[src/rtl/s2p_frame_ctrl_if.sv]
// Handshake/bus bundle for s2p_frame_ctrl.
//   master: the controller (drives in_ready, wr_*, frame_valid, frame_bank)
//   slave : the FIR source / bank write port / parallel consumer side
// Signals:
//   in_valid, in_ready          FIR sample stream handshake
//   wr_en, wr_bank, wr_idx      write strobe, bank and slot into the ping-pong banks
//   frame_valid, frame_bank,    full-bank offer to the downstream consumer
//   frame_ready
interface s2p_frame_ctrl_if #(
  parameter int unsigned IDX_W = 4
) ();
  logic             in_valid;
  logic             in_ready;
  logic             wr_en;
  logic             wr_bank;
  logic [IDX_W-1:0] wr_idx;
  logic             frame_valid;
  logic             frame_bank;
  logic             frame_ready;

  modport master (
    input  in_valid,
    input  frame_ready,
    output in_ready,
    output wr_en,
    output wr_bank,
    output wr_idx,
    output frame_valid,
    output frame_bank
  );

  modport slave (
    output in_valid,
    output frame_ready,
    input  in_ready,
    input  wr_en,
    input  wr_bank,
    input  wr_idx,
    input  frame_valid,
    input  frame_bank
  );
endinterface

[src/rtl/s2p_frame_ctrl.sv]
// Serial-to-parallel frame sequencer. Counts FRAME_LEN-sample frames from the FIR stream into
// a ping-pong pair of banks and offers each full bank to a parallel consumer.
// Ports:
//   clk, rst_n          clock, asynchronous active-low reset
//   start               1-cycle pulse, begins a run when idle
//   cfg_num_frames      frames per run (0 = continuous), latched at start
//   bus                 s2p_frame_ctrl_if.master: sample, bank-write and frame handshakes
//   frames_done         frames consumed in the current run
//   busy, done          run in progress / 1-cycle run-complete pulse
//   overflow            sticky dropped-sample flag
// Optional feature: define S2P_CTRL_OVF_EN to enable dropped-sample detection on overflow;
// otherwise overflow is tied low.
module s2p_frame_ctrl #(
  parameter int unsigned FRAME_LEN = 16,
  parameter int unsigned IDX_W     = 4,
  parameter int unsigned CNT_W     = 8
) (
  input  logic             clk,
  input  logic             rst_n,
  input  logic             start,
  input  logic [CNT_W-1:0] cfg_num_frames,
  s2p_frame_ctrl_if.master bus,
  output logic [CNT_W-1:0] frames_done,
  output logic             busy,
  output logic             done,
  output logic             overflow
);

  typedef enum logic [1:0] {StIdle, StRun, StDrain, StDone} state_e;

  state_e           state_q;
  logic [CNT_W-1:0] cfg_q;
  logic [CNT_W-1:0] frames_in_q;
  logic [CNT_W-1:0] frames_done_q;
  logic [IDX_W-1:0] wr_idx_q;
  logic             wr_bank_q;
  logic             rd_bank_q;
  logic [1:0]       bank_full_q;

  logic in_ready;
  logic accept;
  logic consume;
  logic frame_last;

  assign in_ready   = (state_q == StRun) && !bank_full_q[wr_bank_q];
  assign accept     = bus.in_valid && in_ready;
  assign consume    = bank_full_q[rd_bank_q] && bus.frame_ready;
  assign frame_last = (wr_idx_q == IDX_W'(FRAME_LEN - 1));

  assign bus.in_ready    = in_ready;
  assign bus.wr_en       = accept;
  assign bus.wr_bank     = wr_bank_q;
  assign bus.wr_idx      = wr_idx_q;
  assign bus.frame_valid = bank_full_q[rd_bank_q];
  assign bus.frame_bank  = rd_bank_q;
  assign frames_done     = frames_done_q;
  assign busy            = (state_q != StIdle);
  assign done            = (state_q == StDone);

`ifdef S2P_CTRL_OVF_EN
  logic overflow_q;
  assign overflow = overflow_q;
`else
  assign overflow = 1'b0;
`endif

  always_ff @(posedge clk or negedge rst_n) begin
    if (!rst_n) begin
      state_q       <= StIdle;
      cfg_q         <= '0;
      frames_in_q   <= '0;
      frames_done_q <= '0;
      wr_idx_q      <= '0;
      wr_bank_q     <= 1'b0;
      rd_bank_q     <= 1'b0;
      bank_full_q   <= 2'b00;
`ifdef S2P_CTRL_OVF_EN
      overflow_q    <= 1'b0;
`endif
    end else if (state_q == StIdle && start) begin
      state_q       <= StRun;
      cfg_q         <= cfg_num_frames;
      frames_in_q   <= '0;
      frames_done_q <= '0;
      wr_idx_q      <= '0;
      wr_bank_q     <= 1'b0;
      rd_bank_q     <= 1'b0;
      bank_full_q   <= 2'b00;
`ifdef S2P_CTRL_OVF_EN
      overflow_q    <= 1'b0;
`endif
    end else begin
      unique case (state_q)
        StIdle:  state_q <= StIdle;
        StRun: begin
          // Final sample of the last configured frame; cfg 0 means run forever.
          if (accept && frame_last && (cfg_q != '0) &&
              (CNT_W'(frames_in_q + 1'b1) == cfg_q)) begin
            state_q <= StDrain;
          end
        end
        StDrain: if (frames_done_q == cfg_q) state_q <= StDone;
        StDone:  state_q <= StIdle;
        default: state_q <= StIdle;
      endcase

`ifdef S2P_CTRL_OVF_EN
      if (state_q == StRun && bus.in_valid && !in_ready) overflow_q <= 1'b1;
`endif

      if (accept) begin
        if (frame_last) begin
          wr_idx_q               <= '0;
          bank_full_q[wr_bank_q] <= 1'b1;
          wr_bank_q              <= ~wr_bank_q;
          frames_in_q            <= frames_in_q + 1'b1;
        end else begin
          wr_idx_q <= wr_idx_q + 1'b1;
        end
      end

      // Consumer always frees rd_bank, which differs from the bank being set above.
      if (consume) begin
        bank_full_q[rd_bank_q] <= 1'b0;
        rd_bank_q              <= ~rd_bank_q;
        frames_done_q          <= frames_done_q + 1'b1;
      end
    end
  end

endmodule

[src/flat_wrapper.sv]
// flat-port wrapper written by rule: the top's interface ports become plain ports
module s2p_frame_ctrl_flat 
#(
  parameter int unsigned FRAME_LEN = 16,
  parameter int unsigned IDX_W     = 4,
  parameter int unsigned CNT_W     = 8
)
  (clk, rst_n, start, cfg_num_frames, frames_done, busy, done, overflow, bus_in_valid, bus_frame_ready, bus_in_ready, bus_wr_en, bus_wr_bank, bus_wr_idx, bus_frame_valid, bus_frame_bank);
  s2p_frame_ctrl_if #(.IDX_W(IDX_W)) bus_i ();
  input  logic clk;
  input  logic rst_n;
  input  logic start;
  input  logic [CNT_W-1:0] cfg_num_frames;
  output logic [CNT_W-1:0] frames_done;
  output logic busy;
  output logic done;
  output logic overflow;
  input wire logic [$bits(bus_i.in_valid)-1:0] bus_in_valid;
  input wire logic [$bits(bus_i.frame_ready)-1:0] bus_frame_ready;
  output wire logic [$bits(bus_i.in_ready)-1:0] bus_in_ready;
  output wire logic [$bits(bus_i.wr_en)-1:0] bus_wr_en;
  output wire logic [$bits(bus_i.wr_bank)-1:0] bus_wr_bank;
  output wire logic [$bits(bus_i.wr_idx)-1:0] bus_wr_idx;
  output wire logic [$bits(bus_i.frame_valid)-1:0] bus_frame_valid;
  output wire logic [$bits(bus_i.frame_bank)-1:0] bus_frame_bank;
  assign bus_i.in_valid = bus_in_valid;
  assign bus_i.frame_ready = bus_frame_ready;
  assign bus_in_ready = bus_i.in_ready;
  assign bus_wr_en = bus_i.wr_en;
  assign bus_wr_bank = bus_i.wr_bank;
  assign bus_wr_idx = bus_i.wr_idx;
  assign bus_frame_valid = bus_i.frame_valid;
  assign bus_frame_bank = bus_i.frame_bank;
  s2p_frame_ctrl #(.FRAME_LEN(FRAME_LEN), .IDX_W(IDX_W), .CNT_W(CNT_W)) u_core (.clk(clk), .rst_n(rst_n), .start(start), .cfg_num_frames(cfg_num_frames), .bus(bus_i), .frames_done(frames_done), .busy(busy), .done(done), .overflow(overflow));
endmodule
[config.mk]
export PLATFORM = sky130hd
export DESIGN_NAME = s2p_frame_ctrl_flat
export DESIGN_NICKNAME = d
export VERILOG_FILES = /design/src/rtl/s2p_frame_ctrl_if.sv /design/src/rtl/s2p_frame_ctrl.sv /design/src/flat_wrapper.sv
export SDC_FILE = /design/constraint.sdc
export NUM_CORES = 1
export LEC_CHECK = 0
export CAP_MARGIN = 20
export CORE_UTILIZATION = 50
export DETAILED_ROUTE_END_ITERATION = 16
export GPL_TIMING_DRIVEN = 0
export PLACE_DENSITY = 0.75
export SLEW_MARGIN = 20
export SYNTH_ARGS = -nofsm -noshare
export SYNTH_HDL_FRONTEND = slang
export SYNTH_SLANG_ARGS = --single-unit
[constraint.sdc]
create_clock -name clk -period 4.2 [get_ports clk]
set_input_delay 1.05 -clock clk [delete_from_list [all_inputs] [get_ports clk]]
set_output_delay 1.05 -clock clk [all_outputs]
set_load 0.02 [all_outputs]
==> flow_summary_export.csv <==
group,metric,value,unit
outcome,status,"finished, final reports clean",
finish,fin_cells,310,
synth,seq_area_frac_synth,41.6,%
min_path,holdPathStages,1,
timing,finalCritPeriodShare,85.2,%
clocking,holdBufCountCts,0,
clocking,htree_levels,2,
finish,final_common_cell,"nand2_1",
synth,synth_area_leaders,"dfrtp_1, xnor2_1, nand2_1",
synth,synth_cell_types,40,
timing,worst_pin_slew,0.537,ns
pwr,p_leak,0.00109,uW
grt,antenna_found_initial,0,
route,routed_wl,4.33,mm
die,die_area,0.00435,mm^2
route,via_count,1685,
worst_setup_path,cp-end-kind,"output port",
clocking,cts_buffers,5,
min_path,hold_path_class,"flop to flop",
pwr,power.density,450,mW/mm^2
synth,syn_area_per_cell,9.21,um^2
clocking,clk_pin_slew,0.07,ns
timing,slew_viol_final,0,
clocking,clk_latency,0.29,ns
min_path,hold_start,"u_core.state_q[1]$_DFFE_PN0P_",
place,dpl.cell_count,302,
synth,synthCells,222,
route,vias_per_cell,5.44,
grt,grt_pass1_vias,1617,
worst_setup_path,r2r_start,"u_core.frames_in_q[1]$_DFFE_PN0P_",
route,wl_per_cell,14.0,um
clocking,cts_setup_buffers,0,
clocking,root_buffer,"clkbuf_8",
place,finalWeightedCongestion,0.761,
worst_setup_path,cp.required,3.15,ns
min_path,min_to,"u_core.state_q[1]$_DFFE_PN0P_",
grt,grt_pass1_wl,7.53,mm
worst_setup_path,crit_arrival,2.53,ns
grt,grtUsageTotal,23.3,%
clocking,ctsResizeCount,0,
timing,period_needed,3.58,ns
synth,yosys_warnings,0,
synth,syn-num-nets,242,
die,start_util,53.8,%
finish,layout_common_cells,"nand2_1, dfrtp_1, clkdlybuf4s50_1, nor2_1, xnor2_1",
die,die_y,65.9,um
place,port-buffer-count,31,
die,core_area,0.00380,mm^2
clocking,clock_path_buffers,2,
finish,drive_above_1_share,9.92,%
clocking,cts_tree,"built",
timing,relSlewSlack,64.2,%
synth,netlist_area,0.00204,mm^2
synth,yosys_register_bits,34,
worst_setup_path,rr_endpoint,"u_core.state_q[1]$_DFFE_PN0P_",
route,drtPass1Iterations,4,
finish,syn2layout_area_growth,24.6,%
die,die_w,65.9,um
worst_setup_path,worst-setup-path-type,"input pin to output port",
route,drt_iter0_markers,191,
worst_setup_path,ff2ff_path_depth,7,
worst_setup_path,cp_max_fo,4,
finish,final_nets,281,
grt,grt_max_degree,24,
finish,n_antenna_cell,0,
grt,overflow,0,
timing,tns,0,ns
timing,setup_violations,0,
die,io_pins,33,
synth,synth.largest_area_cell,"dfrtp_1",
place,post-dp-hpwl,3.17,mm
worst_setup_path,start_kind,"input pin",
timing,grt_setup_unrepaired,"no",
synth,synth.top_cell.area_share,41.6,%
clocking,clock_sinks,34,
die,rows,22,
timing,fin_worst_skew,0.00313,ns
timing,hold_viol,0,
route,antenna_left,0,
pwr,peakVddDrop,0.276,mV
timing,fmax,280,MHz
worst_setup_path,reg2reg_slack,1.75,ns
job,max_cap_violations,0,
route,drc,0,
[synthesized netlist by cell type]
cell type,count
nand2_1,36
dfrtp_1,34
nor2_1,20
xnor2_1,19
xor2_1,11
a21oi_1,10
nand4_1,9
o21ai_0,8
ha_1,7
or3_1,7
inv_1,6
buf_4,5
clkbuf_1,5
mux2i_1,5
nand3_1,5
and2_1,3
or4_1,3
a31oi_1,2
and3_1,2
buf_6,2
nand2_2,2
nand3b_1,2
nor4b_1,2
a311oi_1,1
a32oi_1,1
a41oi_2,1
and2b_1,1
buf_2,1
conb_1,1
mux2_1,1
mux2_2,1
nand4_2,1
nand4b_1,1
nor2_4,1
nor3_1,1
nor3b_1,1
o21ai_2,1
o31a_1,1
o31ai_1,1
o31ai_2,1
[per-layer routing]
metal	global-route usage [%]	vias up	wire length [um]	share of wire [%]
met1	30.7	819	2100	48
met3	5.17	6	160	3.7
li1	-	832	-	-
met5	0	-	0	0
met2	37.9	28	2010	46
met4	7.18	0	59	1.4
[sequential cells by signal (all words and copies together) (netlist names)]
name                   count
u_core.bus.wr_idx          4
u_core.bus.frame_bank      1
u_core.bank_full_q         2
u_core.frames_in_q         8
u_core.state_q             2
u_core.cfg_q               8
u_core.frames_done         8
u_core.bus.wr_bank         1
[per-stage QoR]
stage | power (uW) | cell area, um^2 | setup WS, ns | utilization, % | hold WS (ns)
after floorplan | 734 | 2040 | 1.67 | - | 0.497
after global placement | 854 | 2410 | 0.641 | 63.6 | 0.536
after detailed placement | 866 | 2440 | 0.639 | 64.2 | 0.548
after CTS | 1160 | 2550 | 0.622 | 67.1 | 0.567
after global routing | 1230 | 2550 | 0.560 | 67.1 | 0.594
final | 1150 | 2550 | 0.623 | 67.1 | 0.567
[worst max-delay path by stage]
stage,slack (ns),cells after the start,from,endpoint
6_report,0.62,4,bus_in_valid,bus_wr_en
5_1_grt,0.56,4,bus_in_valid,bus_wr_en
4_1_cts,0.62,4,bus_in_valid,bus_wr_en
3_5_place_dp,0.64,4,bus_in_valid,bus_wr_en
3_3_place_gp,0.64,4,bus_in_valid,bus_wr_en
2_1_floorplan,1.67,2,bus_in_valid,bus_wr_en
[worst max-delay path: stages]
cell and delay, ns:
clkdlybuf4s50_1 0.48, and3_1 0.14, clkbuf_1 0.20, clkdlybuf4s50_1 0.65
[area by class of cell]
class / instances / area (um^2)
tap: 48 / 60.1
timing repair buffer: 32 / 333
clock buffer: 8 / 110
multi-input combinational: 169 / 1090
sequential: 34 / 851
inverter: 6 / 22.5
fill: 331 / 1250
buffer: 13 / 83.8
[logic make-up (layout without fill, tap and decap cells)]
group,count (synthesis),count (layout),share of synthesized area [%]
buffers and inverters,19,59,5.20
other,1,1,0.183
adder cells (fa/ha/maj),7,7,4.28
flip-flops,34,34,41.6
XOR/XNOR,30,30,12.9
AO/OA/AOI/OAI,27,27,8.51
AND/OR/NAND/NOR,97,97,23.8
multiplexers,7,7,3.55
[power by group]
part	leakage, uW	switching [uW]	internal [uW]	total (uW)
Clock	0.0000575	119	166	285
Combinational	0.000576	221	192	413
Sequential	0.000459	70.2	379	449
Total	0.00109	410	737	1150
Power figures use the tool's default switching activity.
